### config.mk
export PLATFORM = sky130hd
export DESIGN_NAME = sha512_msg_pack
export DESIGN_NICKNAME = d
export VERILOG_FILES = /design/src/rtl/hmac512_pkg.sv /design/src/rtl/sha512_msg_pack.sv
export SDC_FILE = /design/constraint.sdc
export NUM_CORES = 1
export LEC_CHECK = 0
export CAP_MARGIN = 25
export CORE_ASPECT_RATIO = 0.6
export CORE_MARGIN = 1
export CORE_UTILIZATION = 35
export DETAILED_ROUTE_END_ITERATION = 7
export DONT_BUFFER_PORTS = 1
export PLACE_DENSITY = 0.61
export RECOVER_POWER = 100
export SYNTH_ARGS = -nofsm -noshare
export SYNTH_HDL_FRONTEND = slang
export SYNTH_SLANG_ARGS = --single-unit
### constraint.sdc
create_clock -name clk_i -period 5.8 [get_ports clk_i]
set_input_delay 1.16 -clock clk_i [delete_from_list [all_inputs] [get_ports clk_i]]
set_output_delay 1.16 -clock clk_i [all_outputs]
set_load 0.03 [all_outputs]
### src/rtl/hmac512_pkg.sv
// Shared types for the SHA-512 message path: FIFO entry, 64-bit word and the
// packer state encoding, plus small strobe/mask helpers.
package hmac512_pkg;

  typedef logic [63:0] sha_word_t;

  typedef struct packed {
    sha_word_t   data;
    logic [7:0]  mask;
  } sha_fifo_t;

  typedef enum logic [2:0] {
    StIdle,
    StAccum,
    StFlush,
    StDrain,
    StDone
  } pack_st_e;

  typedef struct packed {
    logic       legal;
    logic [2:0] nbytes;
  } strb_info_t;

  // Only contiguous low-lane strobes carry bytes; anything else is rejected.
  function automatic strb_info_t decode_strb(input logic [3:0] strb);
    strb_info_t info;
    info = '{legal: 1'b1, nbytes: 3'd0};
    case (strb)
      4'b0000: info.nbytes = 3'd0;
      4'b0001: info.nbytes = 3'd1;
      4'b0011: info.nbytes = 3'd2;
      4'b0111: info.nbytes = 3'd3;
      4'b1111: info.nbytes = 3'd4;
      default: info.legal  = 1'b0;
    endcase
    return info;
  endfunction

  // Residue mask: one bit per valid byte, first byte in the MSB.
  function automatic logic [7:0] residue_mask(input logic [3:0] ptr);
    return ~(8'hFF >> ptr);
  endfunction

endpackage

### src/rtl/sha512_msg_pack.sv
// Packs 32-bit register writes into big-endian 64-bit FIFO words, tracks the
// message length and flushes a masked residue word when the message ends.
module sha512_msg_pack
  import hmac512_pkg::*;
(
  input  logic         clk_i,
  input  logic         rst_ni,
  input  logic         sha_en,
  input  logic         hash_start,
  input  logic         hash_process,
  input  logic         reg_wvalid,
  output logic         reg_wready,
  input  logic [31:0]  reg_wdata,
  input  logic [3:0]   reg_wstrb,
  output logic         fifo_wvalid,
  input  logic         fifo_wready,
  output sha_fifo_t    fifo_wdata,
  output logic [127:0] message_length,
  output logic         err_strb,
  output logic         pack_done
);

  pack_st_e     state_q, state_d;
  logic [3:0]   ptr_q, ptr_d;
  logic         sealed_q, sealed_d;
  sha_word_t    hold_q, hold_d;
  sha_fifo_t    out_q, out_d;
  logic         out_vld_q, out_vld_d;
  logic [127:0] len_q, len_d;
  logic         err_q, err_d;

  strb_info_t   info;
  logic         wr_fire;
  logic         out_free;

  assign info       = decode_strb(reg_wstrb);
  assign reg_wready = (state_q == StAccum) && !sealed_q && !(ptr_q == 4'd8 && out_vld_q);
  assign wr_fire    = reg_wvalid && reg_wready;
  assign out_free   = !out_vld_q || fifo_wready;

  always_comb begin
    // NOTE: every *_d takes its current value first, so no branch can leave a latch behind.
    state_d   = state_q;
    ptr_d     = ptr_q;
    sealed_d  = sealed_q;
    hold_d    = hold_q;
    out_d     = out_q;
    out_vld_d = out_vld_q;
    len_d     = len_q;
    err_d     = 1'b0;

    if (out_vld_q && fifo_wready) out_vld_d = 1'b0;

    if (wr_fire) begin
      if (!info.legal) begin
        err_d = 1'b1;
      end else begin
        // ptr is 0 or 4 here, so ptr+i never passes slot 7.
        for (int i = 0; i < 4; i++) begin
          if (i < int'(info.nbytes))
            hold_d[8*(7 - int'(ptr_q[2:0]) - i) +: 8] = reg_wdata[8*i +: 8];
        end
        ptr_d = ptr_q + {1'b0, info.nbytes};
        len_d = len_q + {122'd0, info.nbytes, 3'b000};
        if (info.nbytes != 3'd0 && info.nbytes != 3'd4) sealed_d = 1'b1;
      end
    end

    // A full holding word moves as soon as the output register is or becomes free.
    if (ptr_d == 4'd8 && out_free) begin
      out_d     = '{data: hold_d, mask: 8'hFF};
      out_vld_d = 1'b1;
      hold_d    = '0;
      ptr_d     = 4'd0;
    end

    case (state_q)
      StAccum: if (hash_process) state_d = StFlush;
      StFlush: begin
        if (ptr_q != 4'd8 && !out_vld_q) begin
          if (ptr_q == 4'd0) begin
            state_d = StDone;
          end else begin
            out_d     = '{data: hold_q, mask: residue_mask(ptr_q)};
            out_vld_d = 1'b1;
            hold_d    = '0;
            ptr_d     = 4'd0;
            state_d   = StDrain;
          end
        end
      end
      StDrain: if (fifo_wready) state_d = StDone;
      default: ;
    endcase

    if (hash_start || !sha_en) begin
      state_d   = sha_en ? StAccum : StIdle;
      ptr_d     = 4'd0;
      sealed_d  = 1'b0;
      hold_d    = '0;
      out_d     = '0;
      out_vld_d = 1'b0;
      len_d     = '0;
      err_d     = 1'b0;
    end
  end

  always_ff @(posedge clk_i or negedge rst_ni) begin
    if (!rst_ni) begin
      state_q   <= StIdle;
      ptr_q     <= 4'd0;
      sealed_q  <= 1'b0;
      // NOTE: the holding word is a plain register, not a RAM, and is reset so stale bytes never reach a residue.
      hold_q    <= '0;
      out_q     <= '0;
      out_vld_q <= 1'b0;
      len_q     <= '0;
      err_q     <= 1'b0;
    end else begin
      // NOTE: non-blocking so every register updates from pre-edge values together.
      state_q   <= state_d;
      ptr_q     <= ptr_d;
      sealed_q  <= sealed_d;
      hold_q    <= hold_d;
      out_q     <= out_d;
      out_vld_q <= out_vld_d;
      len_q     <= len_d;
      err_q     <= err_d;
    end
  end

  assign fifo_wvalid    = out_vld_q;
  assign fifo_wdata     = out_q;
  assign message_length = len_q;
  assign err_strb       = err_q;
  assign pack_done      = (state_q == StDone);

endmodule

---- Word level (Yosys, flattened, before mapping) ----
Index checks and enable logic that the tools add are counted.
storage, ports and cells
  register bits ........................... 274
  input port bits ......................... 43
  output and inout port bits .............. 204
cells by class
  add/sub/neg operators ................... 10
  magnitude comparators ................... 4
  equality and inequality tests ........... 15
  shifts and indexed selects .............. 9
  multiplexer cells ....................... 58
  bitwise logic cells ..................... 1
  reduce and logical (&&, ||, !) cells .... 25
operators with widths
  kind                                                        count
  2-to-1 mux 64 bit                                           17
  2-to-1 mux 128 bit                                          3
  2-to-1 mux 72 bit                                           5
  bitwise mux 64 bit                                          4
  variable shift 8 x 33 -> 64 bit (first input constant)      4
  variable part select 8 x 33 -> 64 bit                       4
  adder 128 x 6 -> 128 bit                                    1
  negation 32 -> 33 bit                                       2
  negation 7 -> 33 bit                                        1
  negation 8 -> 33 bit                                        1
  2-to-1 mux 4 bit                                            7
  2-to-1 mux 1 bit                                            15
  2-to-1 mux 3 bit                                            5
  equality test 4 bit (second input constant)                 3
  case mux 3 bit (4 select lines)                             1
  subtractor 4 x 3 -> 5 bit (second input constant)           2
  inequality test 3 bit (second input constant)               3
  case mux 3 bit (3 select lines)                             1
  logical AND 1 bit                                           8
  zero test 4 bit                                             2
  inverter 8 bit                                              1
  right shift 8 x 4 -> 8 bit (first input constant)           1
  equality test 3 x 2 -> 1 bit (second input constant)        2
  less-than comparator 1 x 3 -> 1 bit (first input constant)  2
  20 further kinds                                            27

---- Longest topological paths before layout ----
  depth in word-level cells ............... 24
  mapped depth ............................ 18
  depth with buffers taken out ............ 14

---- Worst setup path before layout ----
No wires, ideal clock.
  path type ............................... register to register
  start point ............................. register ptr_q[0]
  end point ............................... register out_q (netlist bit fifo_wdata[21])
  arrival time ............................ 4.694 ns
  path slack .............................. 0.985 ns
  cell stages (with the launch flop) ...... 17
  clock period less this slack ............ 4.815 ns
  path through ............................ dfrtp_1 clkbuf_1 clkinv_1 ha_1 ha_1 clkbuf_1 nand2_1 nor2_1 nand2_1 ha_1 or4b_1 nor4_4 o21ai_1 nor4_1 and2_1 nand2_1 a22o_1
RTL lines
  what                      RTL line                text
  start: declaration        sha512_msg_pack.sv:24   logic [3:0] ptr_q, ptr_d;
  start signal: assignment  sha512_msg_pack.sv:122  ptr_q <= ptr_d;
  end signal: assignment    sha512_msg_pack.sv:125  out_q <= out_d;
  end: declaration          sha512_msg_pack.sv:27   sha_fifo_t out_q, out_d;

---- Worst setup path in the final report ----
  start point ............................. input port reg_wstrb[2]
  end point ............................... register hold_q[12]
on the way
  cells in the longest elaborated chain, start to end .. 23
RTL lines
  what                                         RTL line                text
  start: declaration                           sha512_msg_pack.sv:14   input logic [3:0] reg_wstrb,
  equality test 4 bit (tied with other cells)  hmac512_pkg.sv:29       case (strb)
  case mux 3 bit (4 select lines)              hmac512_pkg.sv:29
  less-than comparator 1 x 3 -> 1 bit          sha512_msg_pack.sv:60   if (i < int'(info.nbytes))
  2-to-1 mux 64 bit                            sha512_msg_pack.sv:60
  2-to-1 mux 64 bit                            sha512_msg_pack.sv:55   if (!info.legal) begin
  2-to-1 mux 64 bit                            sha512_msg_pack.sv:54   if (wr_fire) begin
  bitwise mux 64 bit                           sha512_msg_pack.sv:61   hold_d[8*(7 - int'(ptr_q[2:0]) - i) +: 8] = reg_wdata[8*i +: 8];
  2-to-1 mux 64 bit                            sha512_msg_pack.sv:60
  [... 8 more ...]                             -
  2-to-1 mux 64 bit                            sha512_msg_pack.sv:55
  2-to-1 mux 64 bit                            sha512_msg_pack.sv:54
  2-to-1 mux 64 bit (*)                        sha512_msg_pack.sv:70   if (ptr_d == 4'd8 && out_free) begin
  2-to-1 mux 64 bit                            sha512_msg_pack.sv:81   if (ptr_q == 4'd0) begin
  2-to-1 mux 64 bit                            sha512_msg_pack.sv:80   if (ptr_q != 4'd8 && !out_vld_q) begin
  2-to-1 mux 64 bit (*)                        sha512_msg_pack.sv:77   case (state_q)
  2-to-1 mux 64 bit (*)                        sha512_msg_pack.sv:96   if (hash_start || !sha_en) begin
  via hold_d[12]                               sha512_msg_pack.sv:26   sha_word_t hold_q, hold_d;
  end signal: assignment                       sha512_msg_pack.sv:124  hold_q <= hold_d;
  end: declaration                             sha512_msg_pack.sv:26
Mark *: on every way through the listed nets, which the timed path passes. The rest lies on a longest branch. The select of a mux whose other input is x is not followed.
A chain may end at the register's enable or synchronous reset.

==> out/metrics.yaml <==
status:
  status: "complete, but fails checks"
  violations: "DRC, capacitance limit, slew limit"
clock_network:
  cts_tree: "yes"
  post_cts_buffers: 0
  h-tree-depth: 1
  clk_pin_slew_worst_paths_ns: 0.07
  cts-root-buf: "clkbuf_16"
  cts_resized: 0
  clock-sinks: 271
  cts_buffer_depth: 3
  cts_hold_buf: 0
  cts-buffers-inserted: 30
  clk_latency_ns: 0.59
worst_setup_path:
  crit_path_start: "reg_wstrb[2]"
  worstPathMaxFanout: 16
  crit_required_ns: 6.24
  ff2ff_path_depth: 14
  r2r_start: "ptr_q[1]"
  endpoint_kind: "flop"
  startpoint_type: "primary input"
  path_class: "in -> reg"
  critical_path_arrival_ns: 5.87
floorplanning:
  dieArea_mm2: 0.0522
  die_height_um: 177
  core_area_mm2: 0.0500
  die_w_um: 294
  rows: 63
  initial_core_util: 0.359
  pin_count: 247
sta:
  slew_violations: 94
  finalSetupViolCount: 0
  finalCritPeriodShare: 0.936
  finalClockSkew_ns: 0.0129
  period_minus_slack_ns: 5.43
  timing.fmax_ghz: 0.184
  setup_tns_ns: 0
  worst_pin_slew_ns: 2.75
  maxSlewHeadroom: -0.850
  hold_viol_final: 0
  rsz0062_at_grt: "no"
yosys:
  synth-async-reset-ratio: 1.00
  ys_types: 79
  yosys.area.top_type_share: 0.378
  synth_ff_type: "dfrtp_1"
  syn_area_per_cell_um2: 8.31
  synthesis.yosys.warnings: 0
  synth_edf_count: 0
  ys_top_cells_by_area: "dfrtp_1, nor2_1, a21oi_1"
  syn_inst: 2159
  synth_seq_area_share: 0.378
  ys_seq_elements: 271
  synth_area_mm2: 0.0179
  synth_top_cell_by_area: "dfrtp_1"
hold_path:
  hold_class: "in -> async"
cells_and_area:
  drive_gt1_frac: 0.0762
  stdcell_count: 2815
  multi_input_comb_area_mm2: 0.0104
  area_growth_pct: 10.1
  fillers: 5043
  layout.nets: 2182
  ff_latch_area_mm2: 0.00678
pwr:
  power_density_mw_per_mm2: 219
  combPwrFrac: 0.064
  p_switching_uw: 1120
  clock_power_share: 0.495
  vdd_ir_drop_max_v: 0.000202
  p_leak_uw: 0.00777
  sequentialPowerShare: 0.441
  cell_internal_pwr_uw: 3190
  sw_frac_of_total: 0.260
detailed_routing:
  vias_per_cell: 6.46
  detail_route.wl_per_cell_um: 28.8
  drt_iter0_markers: 2267
  wl_mm: 81.1
  dr.pass1.iters: 8
  antenna_left: 0
  num_vias: 18185
  drc: 5
placement:
  gp_congestion: 1.07
  dp_cells: 2751
  port_buffers: 0
  dpl.hpwl_mm: 59.7
global_route:
  grt.overflow.total: 0
  antenna_found_initial: 5
  grt_max_degree: 272
  grt_pass1_vias: 16696
  grt_pass1_wl_mm: 117
  track_usage: 0.302
run:
  maxCapViolCount: 5
[layout make-up]
| type | count | area share |
|---|---|---|
| flip-flops and latches | 271 | 0.343 |
| well taps | 682 | 0.0432 |
| inverters | 37 | 0.00703 |
| repair buffers | 64 | 0.0218 |
| clock inverters | 19 | 0.0126 |
| clock buffers | 35 | 0.0416 |
| diodes | 8 | 0.00101 |
| multi-input cells | 1699 | 0.529 |
[final timing paths]
path | slack [ns] | endpoint
min in group clk_i | 0.55 | fifo_wdata[50]
hold / removal | 0.26 | message_length[104]
setup reg to reg | 0.47 | fifo_wdata[69]
setup / recovery | 0.37 | hold_q[12]
max in group asynchronous | 5.06 | hold_q[25]
hold reg to reg | 0.55 | fifo_wdata[50]
[cells by family (layout without fill, tap and decap cells)]
logic type / after synthesis / count (layout) / share of synthesized area
simple gates: 995 / 995 / 0.288
compound gates: 528 / 528 / 0.194
flops: 271 / 271 / 0.378
buf+inv: 191 / 155 / 0.0416
xor+xnor: 80 / 80 / 0.0391
mux: 57 / 57 / 0.0331
fa+ha+maj: 36 / 36 / 0.0264
other cells: 1 / 11 / 0.000209
[synth_stat cells (all sizes together) (7+ instances only)]
cell type,number
o2111ai,7
nand3,121
o21ai,119
xor2,49
a31oi,23
nand4,71
and4,7
a211o,7
or3,63
dfrtp,271
a21oi,137
nand2,171
nor3,39
nor2,259
o221a,12
inv,36
a21o,10
and2,21
o31ai,25
a211oi,32
o311ai,15
clkbuf,134
a21boi,11
and3,78
nor4b,7
xnor2,31
nor4,40
o22ai,12
mux2,18
or2,9
or4,24
o211ai,27
ha,33
nand2b,46
a41oi,17
mux2i,39
o21a,7
a22oi,22
nor2b,12
buf,20
nor3b,7
[placed cells by master, fill, tap and decap left out, drive strengths merged, types with 40 or more instances in the layout]
cell type  count
dfrtp        271
nor2         259
nand2        171
a21oi        137
nand3        121
o21ai        119
and3          78
nand4         71
or3           63
clkbuf        51
xor2          49
buf           48
nand2b        46
nor4          40
[through the flow]
stage               instance area (µm²)  hold slack, ns  total power [µW]   util  setup slack [ns]
detailed placement                18800           0.523              2200  0.375             0.787
global route                      19700           0.246              4430  0.395             0.206
finish                            19700           0.262              4310  0.395             0.370
CTS                               19800           0.244              4340  0.397             0.759
floorplan                         17900           0.459              2090      -             0.985
global placement                  18700           0.515              2200  0.375             0.837
[metal layers]
| metal | part of all wire | global-route usage | vias to the layer above |
|---|---|---|---|
| met1 | 0.46 | 0.441 | 9123 |
| met4 | 0.025 | 0.0757 | 2 |
| met5 | 0.0010 | 0 | - |
| li1 | - | - | 7871 |
| met2 | 0.39 | 0.399 | 1043 |
| met3 | 0.13 | 0.126 | 146 |
[registers in the layout, indices dropped and copies added, names as in the netlist]
signal          flops
state_q             3
fifo_wdata         72
hold_q             64
err_strb            1
fifo_wvalid         1
ptr_q               4
message_length    125
sealed_q            1
[power groups by stage]
stage	clock (µW)	sequential, µW	combinational [µW]
3_3_place_gp	0	1940	262
5_1_grt	2250	1900	285
6_report	2130	1900	278
2_1_floorplan	0	1940	157
3_5_place_dp	0	1940	263
4_1_cts	2170	1900	264
[worst max-delay path: stages]
cell and delay [ns]:
xnor2_1 0.10, and3_1 0.25, ha_1 0.23, fa_1 0.39, xor2_1 0.18, or4b_2 0.63
a2111oi_0 0.43, clkbuf_1 0.31, or2_0 1.16, nor2_1 0.40, buf_4 0.31, nand2_1 0.18
o22ai_1 0.12
(Power assumes the default switching activity.)
